**config.mk**
```make
export PLATFORM = sky130hd
export DESIGN_NAME = adc_sample_sequencer_flat
export DESIGN_NICKNAME = d
export VERILOG_FILES = /design/src/rtl/adc_sample_sequencer_pkg.sv /design/src/rtl/adc_sample_sequencer_if.sv /design/src/rtl/adc_sample_sequencer_period_timer.sv /design/src/rtl/adc_sample_sequencer.sv /design/src/flat_wrapper.sv
export SDC_FILE = /design/constraint.sdc
export NUM_CORES = 1
export LEC_CHECK = 0
export BUFFER_PORTS_ARGS = -buffer_cell sky130_fd_sc_hd__buf_2
export CORE_MARGIN = 10
export CORE_UTILIZATION = 28
export CTS_CLUSTER_DIAMETER = 30
export DETAILED_ROUTE_END_ITERATION = 8
export PLACE_DENSITY_LB_ADDON = 0.2
export REMOVE_ABC_BUFFERS = 1
export SYNTH_ARGS = -nofsm -noshare
export SYNTH_HDL_FRONTEND = slang
export SYNTH_SLANG_ARGS = --single-unit
```
**constraint.sdc**
```tcl
create_clock -name clk -period 3.6 [get_ports clk]
set_clock_uncertainty 0.1 [all_clocks]
set_input_delay 0.72 -clock clk [delete_from_list [all_inputs] [get_ports clk]]
set_output_delay 0.72 -clock clk [all_outputs]
set_load 0.01 [all_outputs]
```
**src/rtl/adc_sample_sequencer_pkg.sv**
```systemverilog
// adc_sample_sequencer_pkg
// Types and constants shared by the ADC sample sequencer, its period timer
// and its reader-side interface.
//   state_t   : sequencer FSM encoding
//   ADC_WIDTH : width of one sample returned by the ADC reader
package adc_sample_sequencer_pkg;

  localparam int ADC_WIDTH = 16;

  typedef enum logic [1:0] {
    IDLE        = 2'd0,
    TRIG        = 2'd1,
    WAIT_DATA   = 2'd2,
    WAIT_PERIOD = 2'd3
  } state_t;

endpackage

```
**src/rtl/adc_sample_sequencer_if.sv**
```systemverilog
// adc_sample_sequencer_if
// Handshake between the sequencer and the max11100 SPI reader.
//   trigger        : one-cycle conversion request (sequencer -> reader)
//   adc_data       : sample, stable while adc_data_ready is high (reader -> sequencer)
//   adc_data_ready : a 0->1 transition marks a new sample (reader -> sequencer)
// Modports: master = sequencer side, slave = reader side.
interface adc_sample_sequencer_if;
  import adc_sample_sequencer_pkg::*;

  logic                 trigger;
  logic [ADC_WIDTH-1:0] adc_data;
  logic                 adc_data_ready;

  modport master (output trigger, input adc_data, input adc_data_ready);
  modport slave  (input trigger, output adc_data, output adc_data_ready);
endinterface

```
**src/rtl/adc_sample_sequencer_period_timer.sv**
```systemverilog
// adc_period_timer
// Trigger-to-trigger period counter plus trigger-to-data timeout counter.
// Both counters read 0 during the start (trigger) cycle, so a done flag
// raised at count N-1 lets the FSM act exactly N clocks after the trigger.
//   clk, resetn  : clock, asynchronous active-low reset
//   clear        : hold both counters at zero (sequencer idle)
//   start        : trigger cycle; counters restart from zero
//   run_timeout  : timeout counter advances only while waiting for data
//   period_done  : period counter at SAMPLE_PERIOD-1
//   timeout_done : timeout counter at TIMEOUT-1 while waiting
module adc_period_timer #(
  parameter int SAMPLE_PERIOD = 400,
  parameter int TIMEOUT       = 300,
  parameter int CNT_WIDTH     = 16
) (
  input  logic clk,
  input  logic resetn,
  input  logic clear,
  input  logic start,
  input  logic run_timeout,
  output logic period_done,
  output logic timeout_done
);

  logic [CNT_WIDTH-1:0] period_q, timeout_q;
  logic [CNT_WIDTH-1:0] period_now, timeout_now;

  // NOTE: the values are assigned on every path, so no latch is inferred.
  always_comb begin
    period_now  = start ? '0 : period_q;
    timeout_now = start ? '0 : timeout_q;
  end

  assign period_done  = (period_now == CNT_WIDTH'(SAMPLE_PERIOD - 1));
  assign timeout_done = run_timeout && (timeout_now == CNT_WIDTH'(TIMEOUT - 1));

  // NOTE: sequential state uses non-blocking assignments so every register
  // samples pre-edge values regardless of process ordering.
  always_ff @(posedge clk or negedge resetn) begin
    if (!resetn) begin
      period_q  <= '0;
      timeout_q <= '0;
    end else if (clear) begin
      period_q  <= '0;
      timeout_q <= '0;
    end else begin
      period_q <= period_now + CNT_WIDTH'(1);
      if (start || run_timeout) timeout_q <= timeout_now + CNT_WIDTH'(1);
    end
  end

endmodule

```
**src/rtl/adc_sample_sequencer.sv**
```systemverilog
// adc_sample_sequencer
// Issues periodic trigger pulses to the ADC reader, captures each returned
// sample on the rising edge of adc_data_ready, and emits the truncated mean
// of every 2^LOG2_AVG samples. A reader that does not answer within TIMEOUT
// clocks sets a sticky error, cleared on the next enable rise.
//   clk, resetn  : clock, asynchronous active-low reset
//   enable       : 1 = run, 0 = idle and abort the pending average
//   bus          : reader handshake (trigger / adc_data / adc_data_ready)
//   avg_data     : last average, held between updates
//   avg_valid    : one-cycle strobe when avg_data updates
//   timeout_err  : sticky conversion timeout flag
module adc_sample_sequencer
  import adc_sample_sequencer_pkg::*;
#(
  parameter int SAMPLE_PERIOD = 400,
  parameter int TIMEOUT       = 300,
  parameter int LOG2_AVG      = 2,
  parameter int CNT_WIDTH     = 16
) (
  input  logic                   clk,
  input  logic                   resetn,
  input  logic                   enable,
  adc_sample_sequencer_if.master bus,
  output logic [ADC_WIDTH-1:0]   avg_data,
  output logic                   avg_valid,
  output logic                   timeout_err
);

  localparam int ACC_WIDTH  = ADC_WIDTH + LOG2_AVG;
  localparam int SCNT_WIDTH = LOG2_AVG + 1;
  localparam int AVG_COUNT  = 1 << LOG2_AVG;

  state_t                 state;
  logic                   trigger_q;
  logic                   ready_q;
  logic                   enable_q;
  logic [ACC_WIDTH-1:0]   acc;
  logic [SCNT_WIDTH-1:0]  sample_cnt;
  logic                   rise;
  logic [ACC_WIDTH-1:0]   acc_next;
  logic                   period_done, timeout_done;

  assign bus.trigger = trigger_q;
  assign rise        = bus.adc_data_ready && !ready_q;
  assign acc_next    = acc + ACC_WIDTH'(bus.adc_data);

  adc_period_timer #(
    .SAMPLE_PERIOD(SAMPLE_PERIOD),
    .TIMEOUT      (TIMEOUT),
    .CNT_WIDTH    (CNT_WIDTH)
  ) u_timer (
    .clk         (clk),
    .resetn      (resetn),
    .clear       (state == IDLE),
    .start       (state == TRIG),
    .run_timeout (state == WAIT_DATA),
    .period_done (period_done),
    .timeout_done(timeout_done)
  );

  always_ff @(posedge clk or negedge resetn) begin
    if (!resetn) begin
      state       <= IDLE;
      trigger_q   <= 1'b0;
      ready_q     <= 1'b0;
      enable_q    <= 1'b0;
      acc         <= '0;
      sample_cnt  <= '0;
      avg_data    <= '0;
      avg_valid   <= 1'b0;
      timeout_err <= 1'b0;
    end else begin
      ready_q   <= bus.adc_data_ready;
      enable_q  <= enable;
      avg_valid <= 1'b0;

      if (enable && !enable_q) timeout_err <= 1'b0;

      if (!enable) begin
        // Abort: any partial group is dropped so old and new samples never mix.
        state      <= IDLE;
        trigger_q  <= 1'b0;
        acc        <= '0;
        sample_cnt <= '0;
      end else begin
        case (state)
          IDLE: begin
            state     <= TRIG;
            trigger_q <= 1'b1;
          end
          TRIG: begin
            state     <= WAIT_DATA;
            trigger_q <= 1'b0;
          end
          WAIT_DATA: begin
            // The edge is tested first so it wins over a coincident timeout.
            if (rise) begin
              state <= WAIT_PERIOD;
              if (sample_cnt == SCNT_WIDTH'(AVG_COUNT - 1)) begin
                avg_data   <= ADC_WIDTH'(acc_next >> LOG2_AVG);
                avg_valid  <= 1'b1;
                acc        <= '0;
                sample_cnt <= '0;
              end else begin
                acc        <= acc_next;
                sample_cnt <= sample_cnt + SCNT_WIDTH'(1);
              end
            end else if (timeout_done) begin
              state       <= WAIT_PERIOD;
              timeout_err <= 1'b1;
            end
          end
          WAIT_PERIOD: begin
            if (period_done) begin
              state     <= TRIG;
              trigger_q <= 1'b1;
            end
          end
          default: state <= IDLE;
        endcase
      end
    end
  end

endmodule

```
**src/flat_wrapper.sv**
```systemverilog
// flat-port wrapper written by rule: the top's interface ports become plain ports
module adc_sample_sequencer_flat import adc_sample_sequencer_pkg::*;
#(
  parameter int SAMPLE_PERIOD = 400,
  parameter int TIMEOUT       = 300,
  parameter int LOG2_AVG      = 2,
  parameter int CNT_WIDTH     = 16
)
  (clk, resetn, enable, avg_data, avg_valid, timeout_err, bus_trigger, bus_adc_data, bus_adc_data_ready);
  adc_sample_sequencer_if bus_i ();
  input  logic clk;
  input  logic resetn;
  input  logic enable;
  output logic [ADC_WIDTH-1:0] avg_data;
  output logic avg_valid;
  output logic timeout_err;
  output wire logic [$bits(bus_i.trigger)-1:0] bus_trigger;
  input wire logic [$bits(bus_i.adc_data)-1:0] bus_adc_data;
  input wire logic [$bits(bus_i.adc_data_ready)-1:0] bus_adc_data_ready;
  assign bus_trigger = bus_i.trigger;
  assign bus_i.adc_data = bus_adc_data;
  assign bus_i.adc_data_ready = bus_adc_data_ready;
  adc_sample_sequencer #(.SAMPLE_PERIOD(SAMPLE_PERIOD), .TIMEOUT(TIMEOUT), .LOG2_AVG(LOG2_AVG), .CNT_WIDTH(CNT_WIDTH)) u_core (.clk(clk), .resetn(resetn), .enable(enable), .bus(bus_i), .avg_data(avg_data), .avg_valid(avg_valid), .timeout_err(timeout_err));
endmodule
```
==> flow_summary.json <==
{
  "drive_gt1_share_pct": 14.04,
  "drcViolationCount": 0,
  "clock_tree.root_cell": "clkbuf_16",
  "final_net_count": 560,
  "dp.final_hpwl_mm": 7.513,
  "detail_route.wl_per_cell_um": 14.74,
  "grt_overflow": 0,
  "tritoncts": "yes",
  "port-buffer-count": 38,
  "pin_count_of_the_biggest_net_entering_global_routing": 43,
  "ys_seq_area_share_pct": 42.88,
  "drv_cap": 0,
  "timing_worst_setup_path_type": "primary input to flip-flop",
  "cts_htree_levels": 3,
  "synth-main-ff-cell": "dfrtp_1",
  "critPathRequiredTime_ns": 3.72,
  "detail_route.iter0.violations": 186,
  "synth-edff-count": 0,
  "run_status": "finished clean",
  "holdCritPathClass": "primary input to asynchronous set/reset pin",
  "first_pass_iters": 5,
  "rsz0062_at_grt": "false",
  "grt_pass1_wl_mm": 18.57,
  "relSlewSlack_pct": 39.11,
  "antenna_violations_before_repair": 0,
  "worst-endpoint-arrival_ns": 2.93,
  "final_cell_mix": "76 x dfrtp_1, 59 x nand2_1, 39 x nor2_1",
  "synth-seq-cells": 76,
  "synth_area_um2": 4436,
  "rows": 45,
  "area.sequential_um2": 1902,
  "yosysWarningCount": 0,
  "cts_hold_repair_buffers": 0,
  "clock_insertion_delay_worst_skew_ns": 0.35,
  "route.antenna.remaining_nets": 0,
  "syn_avg_cell_area_um2": 9.221,
  "final_period_minus_worst_setup_slack_ns": 2.809,
  "die_y_um": 145.9,
  "multi_input_comb_area_um2": 2396,
  "core-area_um2": 15370,
  "post_drt_via_cell_ratio": 4.952,
  "p_per_area_nw_per_um2": 481.6,
  "worstPathMaxFanout": 9,
  "fp.dieW_um": 145.9,
  "cts_made_buffers": 9,
  "mostFrequentLayoutCell": "dfrtp_1",
  "final_min_period_over_clock_period_pct": 78.04,
  "timing.fmax_mhz": 356.0,
  "synth.lib_cells_used.distinct": 56,
  "area_delta_synth_final_pct": 16.73,
  "critical_path.slowest_cell": "fa_1",
  "die_area_um2": 21280,
  "number_of_global_route_vias_before_repair": 3760,
  "grt_util_all_layers_pct": 10.45,
  "p_leak_nw": 2.408,
  "num_vias": 3620,
  "final.hold.worst_slack_ns": 0.2490,
  "syn_inst": 481,
  "post-cts-setup-buffer-count": 0,
  "hold_viol_final": 0,
  "worst_pin_slew_ns": 0.9133,
  "ctsLongestPathBuffers": 2,
  "critical_path.n_buffers_inverters": 1,
  "cts-resized-gates": 0,
  "antenna_diode_instance_count": 0,
  "critical-path-max-stage-delay_ns": 0.42,
  "cts.clk_slew.worst_paths_ns": 0.06,
  "totalNegativeSetupSlack_ns": 0,
  "synth-async-reset-ratio_pct": 100.0,
  "fillCellCount": 1555,
  "power.ir.vdd_worst_mv": 0.2248,
  "worstSetupStartpointType": "primary input",
  "slew_limit_fails": 0,
  "cp_cell_sequence": "buf_2 > ha_1 > fa_1 > a21o_1 > a31oi_1 > or2_1 > o211a_1 > o21ai_0 > a311o_1",
  "detail_route.wirelength_mm": 10.78,
  "tritoncts_num_sinks": 76,
  "ioPinCount": 39,
  "power.total_mw": 2.494,
  "crit_path_end_kind": "flip-flop",
  "critical-path-top-delay-family": "compound AO/OA/AOI/OAI gates",
  "gp_congestion": 0.8216,
  "finalSetupViolations": 0,
  "starting_density_pct": 28.86
}
-- per-layer routing --
layer / up-vias / GRT usage (%) / share of wire [%]
li1: 1799 / - / -
met1: 1731 / 13.88 / 49
met2: 71 / 15.33 / 44
met3: 19 / 2.577 / 4.2
met4: 0 / 5.359 / 2.4
met5: - / 0 / 0
-- cell type report --
| cell class | count | share of cell area [%] |
|---|---|---|
| multi-input cells | 372 | 46.28 |
| flip-flops and latches | 76 | 36.73 |
| well taps | 211 | 5.099 |
| clock buffers | 10 | 4.616 |
| repair buffers | 44 | 4.592 |
| clock inverters | 6 | 1.812 |
| inverters | 12 | 0.8700 |
-- logic make-up (layout without fill, tap and decap cells) --
group	count (synthesis)	in the layout	share of synthesized area (%)
and+or+nand+nor	195	195	21.75
AOI/OAI and AO/OA	117	117	17.60
DFF	76	76	42.88
buffers and inverters	33	72	3.103
adders and majority gates	25	25	7.222
xor gates and xnor gates	22	22	4.344
muxes	13	13	3.103
-- path summary, 6_finish.rpt --
check	from	end	slack (ns)	cells after the start
max	bus_adc_data[0]	u_core.acc[16]	0.79	9
min	resetn	u_core.avg_data[7]	0.25	1
max reg2reg	u_core.acc[0]	u_core.acc[16]	0.89	8
min reg2reg	u_core.enable_q	u_core.timeout_err	0.37	2
max in group asynchronous	resetn	u_core.u_timer.timeout_q[3]	2.42	2
min in group clk	u_core.enable_q	u_core.timeout_err	0.37	2
-- power by group --
group          switching [mW]  internal [mW]
clock network           0.389          0.632
logic                   0.344          0.177
registers              0.0486          0.903
total                   0.781           1.71
-- through the flow --
stage               utilization (%)  setup WS (ns)  instance area (um^2)  instances
finish                        33.68         0.7906                  5177        731
global route                  33.68         0.6661                  5177        731
CTS                           33.68         0.8133                  5177        731
detailed placement            31.52         0.4635                  4845        715
global placement              31.52         0.5225                  4845        715
floorplan                         -         0.8088                  4343        460
-- synthesized netlist by cell type (7+ instances only) --
| master | n | share of area, % |
|---|---|---|
| clkbuf_1 | 15 | 1.3 |
| ha_1 | 24 | 6.8 |
| nand3_1 | 19 | 2.1 |
| mux2i_1 | 7 | 1.6 |
| a22o_1 | 13 | 2.6 |
| xnor2_1 | 15 | 3.0 |
| xor2_1 | 7 | 1.4 |
| inv_1 | 12 | 1.0 |
| nand4_1 | 8 | 1.1 |
| nor2b_1 | 18 | 2.5 |
| nand2_1 | 59 | 5.0 |
| nand2b_1 | 8 | 1.1 |
| nor3_1 | 11 | 1.2 |
| nor2_1 | 39 | 3.3 |
| dfrtp_1 | 76 | 43 |
| a21oi_1 | 26 | 2.9 |
| o21ai_0 | 31 | 3.5 |
-- sequential cells by signal, summed over array words and instances (netlist names) --
name	flops
u_core.acc	18
u_core.avg_data	16
u_core.avg_valid	1
u_core.bus.trigger	1
u_core.enable_q	1
u_core.ready_q	1
u_core.sample_cnt	3
u_core.state	2
u_core.timeout_err	1
u_core.u_timer.period_q	16
u_core.u_timer.timeout_q	16
Power figures use the tool's default switching activity.
